$ cat config.mk
export PLATFORM = sky130hd
export DESIGN_NAME = clk_div_multi
export DESIGN_NICKNAME = d
export VERILOG_FILES = /design/src/rtl/clk_div_pkg.sv /design/src/rtl/clk_div_chan.sv /design/src/rtl/clk_div_multi.sv
export SDC_FILE = /design/constraint.sdc
export NUM_CORES = 1
export LEC_CHECK = 0
export ABC_AREA = 1
export CAP_MARGIN = 10
export CORE_ASPECT_RATIO = 0.8
export CORE_UTILIZATION = 35
export DETAILED_ROUTE_END_ITERATION = 6
export DONT_BUFFER_PORTS = 1
export PLACE_DENSITY = 0.55
export SLEW_MARGIN = 25
export SYNTH_ARGS = -nofsm -noshare
export SYNTH_HDL_FRONTEND = slang
export SYNTH_SLANG_ARGS = --single-unit
$ cat constraint.sdc
create_clock -name clk -period 2.9 [get_ports clk]
set_input_delay 0.29 -clock clk [delete_from_list [all_inputs] [get_ports clk]]
set_output_delay 0.29 -clock clk [all_outputs]
set_load 0.005 [all_outputs]
$ cat src/rtl/clk_div_pkg.sv
// Shared defaults and helpers for the multi-channel clock-enable divider.
package clk_div_pkg;

  localparam int unsigned DFLT_NCH   = 4;
  localparam int unsigned DFLT_CNT_W = 16;
  localparam int unsigned DFLT_DIV   = 4;

  typedef logic [DFLT_CNT_W-1:0] div_t;

  // Channel-index width; a single channel still gets a 1-bit select.
  function automatic int unsigned ch_idx_w(input int unsigned n);
    return (n > 1) ? $clog2(n) : 1;
  endfunction

endpackage

$ cat src/rtl/clk_div_chan.sv
// One divider channel: counter, active divisor, pending divisor, registered
// tick / square / pending outputs.
module clk_div_chan import clk_div_pkg::*; #(
  parameter int unsigned CNT_W   = DFLT_CNT_W,
  parameter int unsigned DEF_DIV = DFLT_DIV
) (
  input  logic             clk,
  input  logic             rst_n,
  input  logic             en,
  input  logic             ld,
  input  logic [CNT_W-1:0] ld_val,
  input  logic             sync,
  output logic             tick,
  output logic             sq,
  output logic             pend
);

  logic [CNT_W-1:0] cnt;
  logic [CNT_W-1:0] div;
  logic [CNT_W-1:0] pnd_val;
  logic [CNT_W-1:0] div_m1;
  logic [CNT_W-1:0] half;
  logic             div_zero;
  logic             term;

  // D==0 is excluded before the compare, so div_m1 wrapping is never observed.
  assign div_zero = (div == '0);
  assign div_m1   = div - CNT_W'(1);
  assign half     = div >> 1;
  assign term     = en & ~div_zero & (cnt == div_m1);

  // Counter, divisor reload and registered outputs.
  always_ff @(posedge clk or negedge rst_n) begin
    if (!rst_n) begin
      cnt     <= '0;
      div     <= CNT_W'(DEF_DIV);
      pnd_val <= '0;
      pend    <= 1'b0;
      tick    <= 1'b0;
      sq      <= 1'b0;
    end else if (sync) begin
      // Phase realignment wins over enable and terminal-count reload.
      cnt  <= '0;
      tick <= 1'b0;
      sq   <= 1'b0;
      if (ld) begin
        div  <= ld_val;
        pend <= 1'b0;
      end else if (pend) begin
        div  <= pnd_val;
        pend <= 1'b0;
      end
    end else begin
      tick <= term;
      if (en) sq <= ~div_zero & (cnt >= half);
      if (div_zero) begin
        // Disabled channel: take a pending divisor on the next edge.
        cnt <= '0;
        if (pend) begin
          div  <= pnd_val;
          pend <= 1'b0;
        end
        if (ld) begin
          pnd_val <= ld_val;
          pend    <= 1'b1;
        end
      end else if (term) begin
        cnt <= '0;
        if (ld) begin
          div  <= ld_val;
          pend <= 1'b0;
        end else if (pend) begin
          div  <= pnd_val;
          pend <= 1'b0;
        end
      end else begin
        if (en) cnt <= cnt + CNT_W'(1);
        if (ld) begin
          pnd_val <= ld_val;
          pend    <= 1'b1;
        end
      end
    end
  end

endmodule

$ cat src/rtl/clk_div_multi.sv
// Multi-channel programmable clock-enable divider (top).
// Optional feature macro: CLK_DIV_SYNC_EN adds sync_i, which restarts every
// channel phase-aligned and applies all pending divisors in one edge.
module clk_div_multi import clk_div_pkg::*; #(
  parameter int unsigned NCH     = DFLT_NCH,
  parameter int unsigned CNT_W   = DFLT_CNT_W,
  parameter int unsigned DEF_DIV = DFLT_DIV,
  localparam int unsigned CH_W   = ch_idx_w(NCH)
) (
  input  logic             clk,
  input  logic             rst_n,
  input  logic             en,
`ifdef CLK_DIV_SYNC_EN
  input  logic             sync_i,
`endif
  input  logic             wr_en,
  input  logic [CH_W-1:0]  wr_ch,
  input  logic [CNT_W-1:0] wr_div,
  output logic [NCH-1:0]   tick,
  output logic [NCH-1:0]   sq,
  output logic [NCH-1:0]   pend
);

  logic [NCH-1:0] ld;
  logic           sync;

`ifdef CLK_DIV_SYNC_EN
  assign sync = sync_i;
`else
  assign sync = 1'b0;
`endif

  // Write decode; out-of-range channel indices match nothing.
  always_comb begin
    ld = '0;
    for (int i = 0; i < NCH; i++) begin
      if (wr_en && (wr_ch == CH_W'(i))) ld[i] = 1'b1;
    end
  end

  for (genvar g = 0; g < NCH; g++) begin : g_chan
    clk_div_chan #(
      .CNT_W   (CNT_W),
      .DEF_DIV (DEF_DIV)
    ) u_chan (
      .clk    (clk),
      .rst_n  (rst_n),
      .en     (en),
      .ld     (ld[g]),
      .ld_val (wr_div),
      .sync   (sync),
      .tick   (tick[g]),
      .sq     (sq[g]),
      .pend   (pend[g])
    );
  end

endmodule

==> results.rst <==
.. list-table::
   :header-rows: 1

   * - Metric
     - Value
   * - Maximum number of pins on one net before global-route repair
     - 205
   * - Max-cap violations
     - 0
   * - Crit path max-delay cell type
     - sky130_fd_sc_hd__dfrtp_1
   * - Most frequent cells after synthesis
     - sky130_fd_sc_hd__nand2_1 (693), sky130_fd_sc_hd__nor2_1 (342), sky130_fd_sc_hd__nand3_1 (237), sky130_fd_sc_hd__inv_1 (205), sky130_fd_sc_hd__dfrtp_1 (200)
   * - Top Ports
     - 34
   * - First-pass GRT wire length
     - 75.9 mm
   * - Number of clock sinks
     - 204
   * - Critical path, cell by cell
     - inv_1, ha_1, nand3_2, nor2_1, nand2_1, nand2_1, nand2_1, nor2_2, nand2_1, nor2_2, nand3_4, buf_4, nand3_1, nand2_1
   * - Post-synth design cell area
     - 15300 µm²
   * - GRT Util Overall
     - 21.2%
   * - Number of antenna violations at the first check in global routing
     - 1
   * - Dominant register cell in the synthesized netlist
     - sky130_fd_sc_hd__dfrtp_1
   * - Worst slack at placement
     - 0.334 ns
   * - Initial Utilization
     - 35.5%
   * - Number of enable-type register cells in the synthesized netlist
     - 0
   * - Layout cells sized above 1
     - 5.71%
   * - Beginning of the worst register-to-register path
     - g_chan[3].u_chan.div[0]
   * - Via count of the first global-routing pass
     - 13400
   * - CTS H-Tree Depth
     - 1
   * - Result of the run
     - finished with violations
   * - Worst hold slack
     - -0.552 ns
   * - Critical Path Fanout Max
     - 17
   * - Leak
     - 8.28 nW
   * - Top area cells in the synthesized netlist
     - sky130_fd_sc_hd__dfrtp_1 (33%), sky130_fd_sc_hd__nand2_1 (17%), sky130_fd_sc_hd__nor2_1 (8.4%)
   * - Avg Inst Size Synth
     - 6.67 µm²
   * - Clock skew
     - 0.0173 ns
   * - Die X
     - 236 µm
   * - Element type at the critical path end
     - flop
   * - Area of the die
     - 44700 µm²
   * - Worst path buffer plus inverter count
     - 2
   * - Unique cell type count in the Yosys netlist
     - 43
   * - Max_slew headroom
     - 55.5%
   * - Leftover overflow at the end of global routing
     - 0
   * - Number of failing setup endpoints in the final timing report
     - 0
   * - Number of max-slew violations in the final report
     - 0
   * - Power density relative to cell area
     - 587 nW/µm²
   * - Iter 0 DRT Violations
     - 1281
   * - Worst ir drop on vdd
     - 0.000458 V
   * - Clock latency at the later pin of the worst-skew pair
     - 0.55 ns
   * - Hold Path Class
     - primary input to asynchronous set/reset pin
   * - CP max stage delay
     - 0.41 ns
   * - Setup total negative slack
     - 0 ns
   * - Detailed Routing Iterations Pass 1
     - 6
   * - Final Hold Violating Endpoints
     - 204
   * - Final RePlAce weighted congestion
     - 0.921
   * - Remaining DRCs
     - 0
   * - TritonCTS clock tree
     - yes
   * - PostCTS Resize Cnt
     - 0
   * - Cell with the most instances after synthesis
     - sky130_fd_sc_hd__nand2_1
   * - Post-synthesis instance total
     - 2298
   * - Max Buffers Root-to-Sink
     - 3
   * - Buffers inserted by post-CTS timing repair
     - 0
   * - Count of nets left with antenna violations after detail routing
     - 0
   * - Detail-routed net length per standard cell
     - 16.4 µm
   * - Clk pin slew, worst setup/hold paths
     - 0.06 ns
   * - Via density per instance
     - 5.10
   * - Die H
     - 189 µm
   * - Final period utilization
     - 89.1%
   * - FF-to-FF setup slack
     - 0.32 ns
   * - Reg-to-reg endpoint
     - g_chan[3].u_chan.pnd_val[11]
   * - Area of the placeable core
     - 43100 µm²
   * - Highest attainable clock frequency
     - 387 MHz
   * - Top delay family on crit path
     - simple AND/OR/NAND/NOR gates
   * - Total number of placement rows
     - 68
   * - Num CTS Buffers
     - 23
   * - Yosys reg bits
     - 204
   * - Tmin final
     - 2.58 ns
   * - Required time reported for the critical path endpoint
     - 3.33 ns
   * - Post-CTS Hold Buffers
     - 19
   * - Cell taking the most area after synthesis
     - sky130_fd_sc_hd__dfrtp_1
   * - Layout area overhead
     - 8.22%
   * - DRT Wirelength
     - 46.9 mm
   * - Detailed placement HPWL
     - 33.4 mm
   * - Number of port buffers
     - 0
   * - Fraction of the yosys area taken by sequential cells
     - 33.3%
   * - WP data arrival
     - 3.01 ns
   * - Worst-case reg-to-reg path depth
     - 14
   * - Fraction of post-synthesis cell area in the top cell type by area
     - 32.6%
   * - Antenna diode count
     - 0
   * - Cell chosen for the clock root
     - sky130_fd_sc_hd__clkbuf_16
   * - Cell repeated most along the worst path
     - sky130_fd_sc_hd__nand2_1
   * - Tightest Pin Transition
     - 0.667 ns
   * - CP Class
     - flop to flop
   * - Post-layout net count
     - 2373
   * - Total of warnings raised by yosys
     - 0
   * - Post-synthesis net count
     - 2392
   * - Total via count in the routed design
     - 14500
   * - Final WS setup
     - 0.317 ns
   * - Violations in the final reports
     - negative hold slack
   * - Unrepaired setup endpoints after global routing
     - no
   * - Kind of launch point of the worst setup path
     - flop
   * - Proportion of register bits with asynchronous set or reset after synthesis
     - 100%
[cell usage in the layout (no fill, tap or decap), drive strengths merged, types with 3 or more instances in the layout]
cell / count
nand2: 708
nor2: 370
nand3: 243
inv: 206
dfrtp: 200
a21oi: 174
ha: 72
xor2: 55
o21ai: 40
clkbuf: 34
nor3: 32
buf: 31
nand4: 25
xnor2: 23
nand3b: 21
dlygate4sd3: 19
or2: 6
clkinv: 5
nor3b: 4
o211ai: 4
a22o: 4
dfstp: 4
o21bai: 3
[kinds of logic (layout without fill, tap and decap cells)]
family | after synthesis | in the layout | share of synthesized area [%]
adder cells (fa/ha/maj) | 72 | 72 | 5.87
XOR/XNOR | 78 | 78 | 4.45
AND/OR/NAND/NOR | 1412 | 1412 | 39.6
flip-flops | 204 | 204 | 33.3
AO/OA/AOI/OAI | 232 | 232 | 7.96
buffers and inverters | 300 | 295 | 8.77
[sequential cells by signal (all words and copies together) (netlist names)]
signal,flops
g_chan.u_chan.div,64
g_chan.u_chan.sq,4
g_chan.u_chan.pnd_val,64
g_chan.u_chan.cnt,64
g_chan.u_chan.tick,4
g_chan.u_chan.pend,4
[metal layers]
metal,global-route usage [%],part of all wire (%)
met5,0,0
met4,5.53,2.6
met1,31.8,50
met2,31.2,41
met3,3.31,6.2
[metrics by stage]
stage,instance area [µm²],utilization (%),power (mW),std cells
6_report,16600,38.5,9.74,2853
5_1_grt,16600,38.5,10.5,2853
4_1_cts,16600,38.5,9.80,2853
3_5_place_dp,15700,36.4,6.87,2795
3_3_place_gp,15700,36.4,6.79,2795
2_1_floorplan,15300,-,6.15,2298
[layout make-up]
class	count	area, µm²
fill	4631	26500
sequential	204	5110
timing repair buffer	50	435
tap	560	701
inverter	206	773
clock inverter	5	28.8
multi-input combinational	1794	8880
clock buffer	34	667
[how the worst max path moves through the flow]
stage / from / endpoint / slack [ns] / cells past startpoint
2_1_floorplan: g_chan[3].u_chan.div[0] / g_chan[3].u_chan.div[10] / 0.85 / 11
3_3_place_gp: g_chan[3].u_chan.div[0] / g_chan[3].u_chan.div[12] / 0.34 / 11
3_5_place_dp: g_chan[3].u_chan.div[0] / g_chan[3].u_chan.pnd_val[10] / 0.33 / 14
4_1_cts: g_chan[3].u_chan.div[0] / g_chan[3].u_chan.pnd_val[10] / 0.31 / 14
5_1_grt: g_chan[0].u_chan.div[0] / g_chan[0].u_chan.div[9] / 0.008 / 15
6_report: g_chan[3].u_chan.div[0] / g_chan[3].u_chan.pnd_val[11] / 0.32 / 14
[report_power, final]
part	switching (mW)	internal (mW)	total, mW
registers	0.560	3.24	3.80
logic	1.94	1.18	3.12
clock network	1.24	1.58	2.82
(Power assumes the default switching activity.)
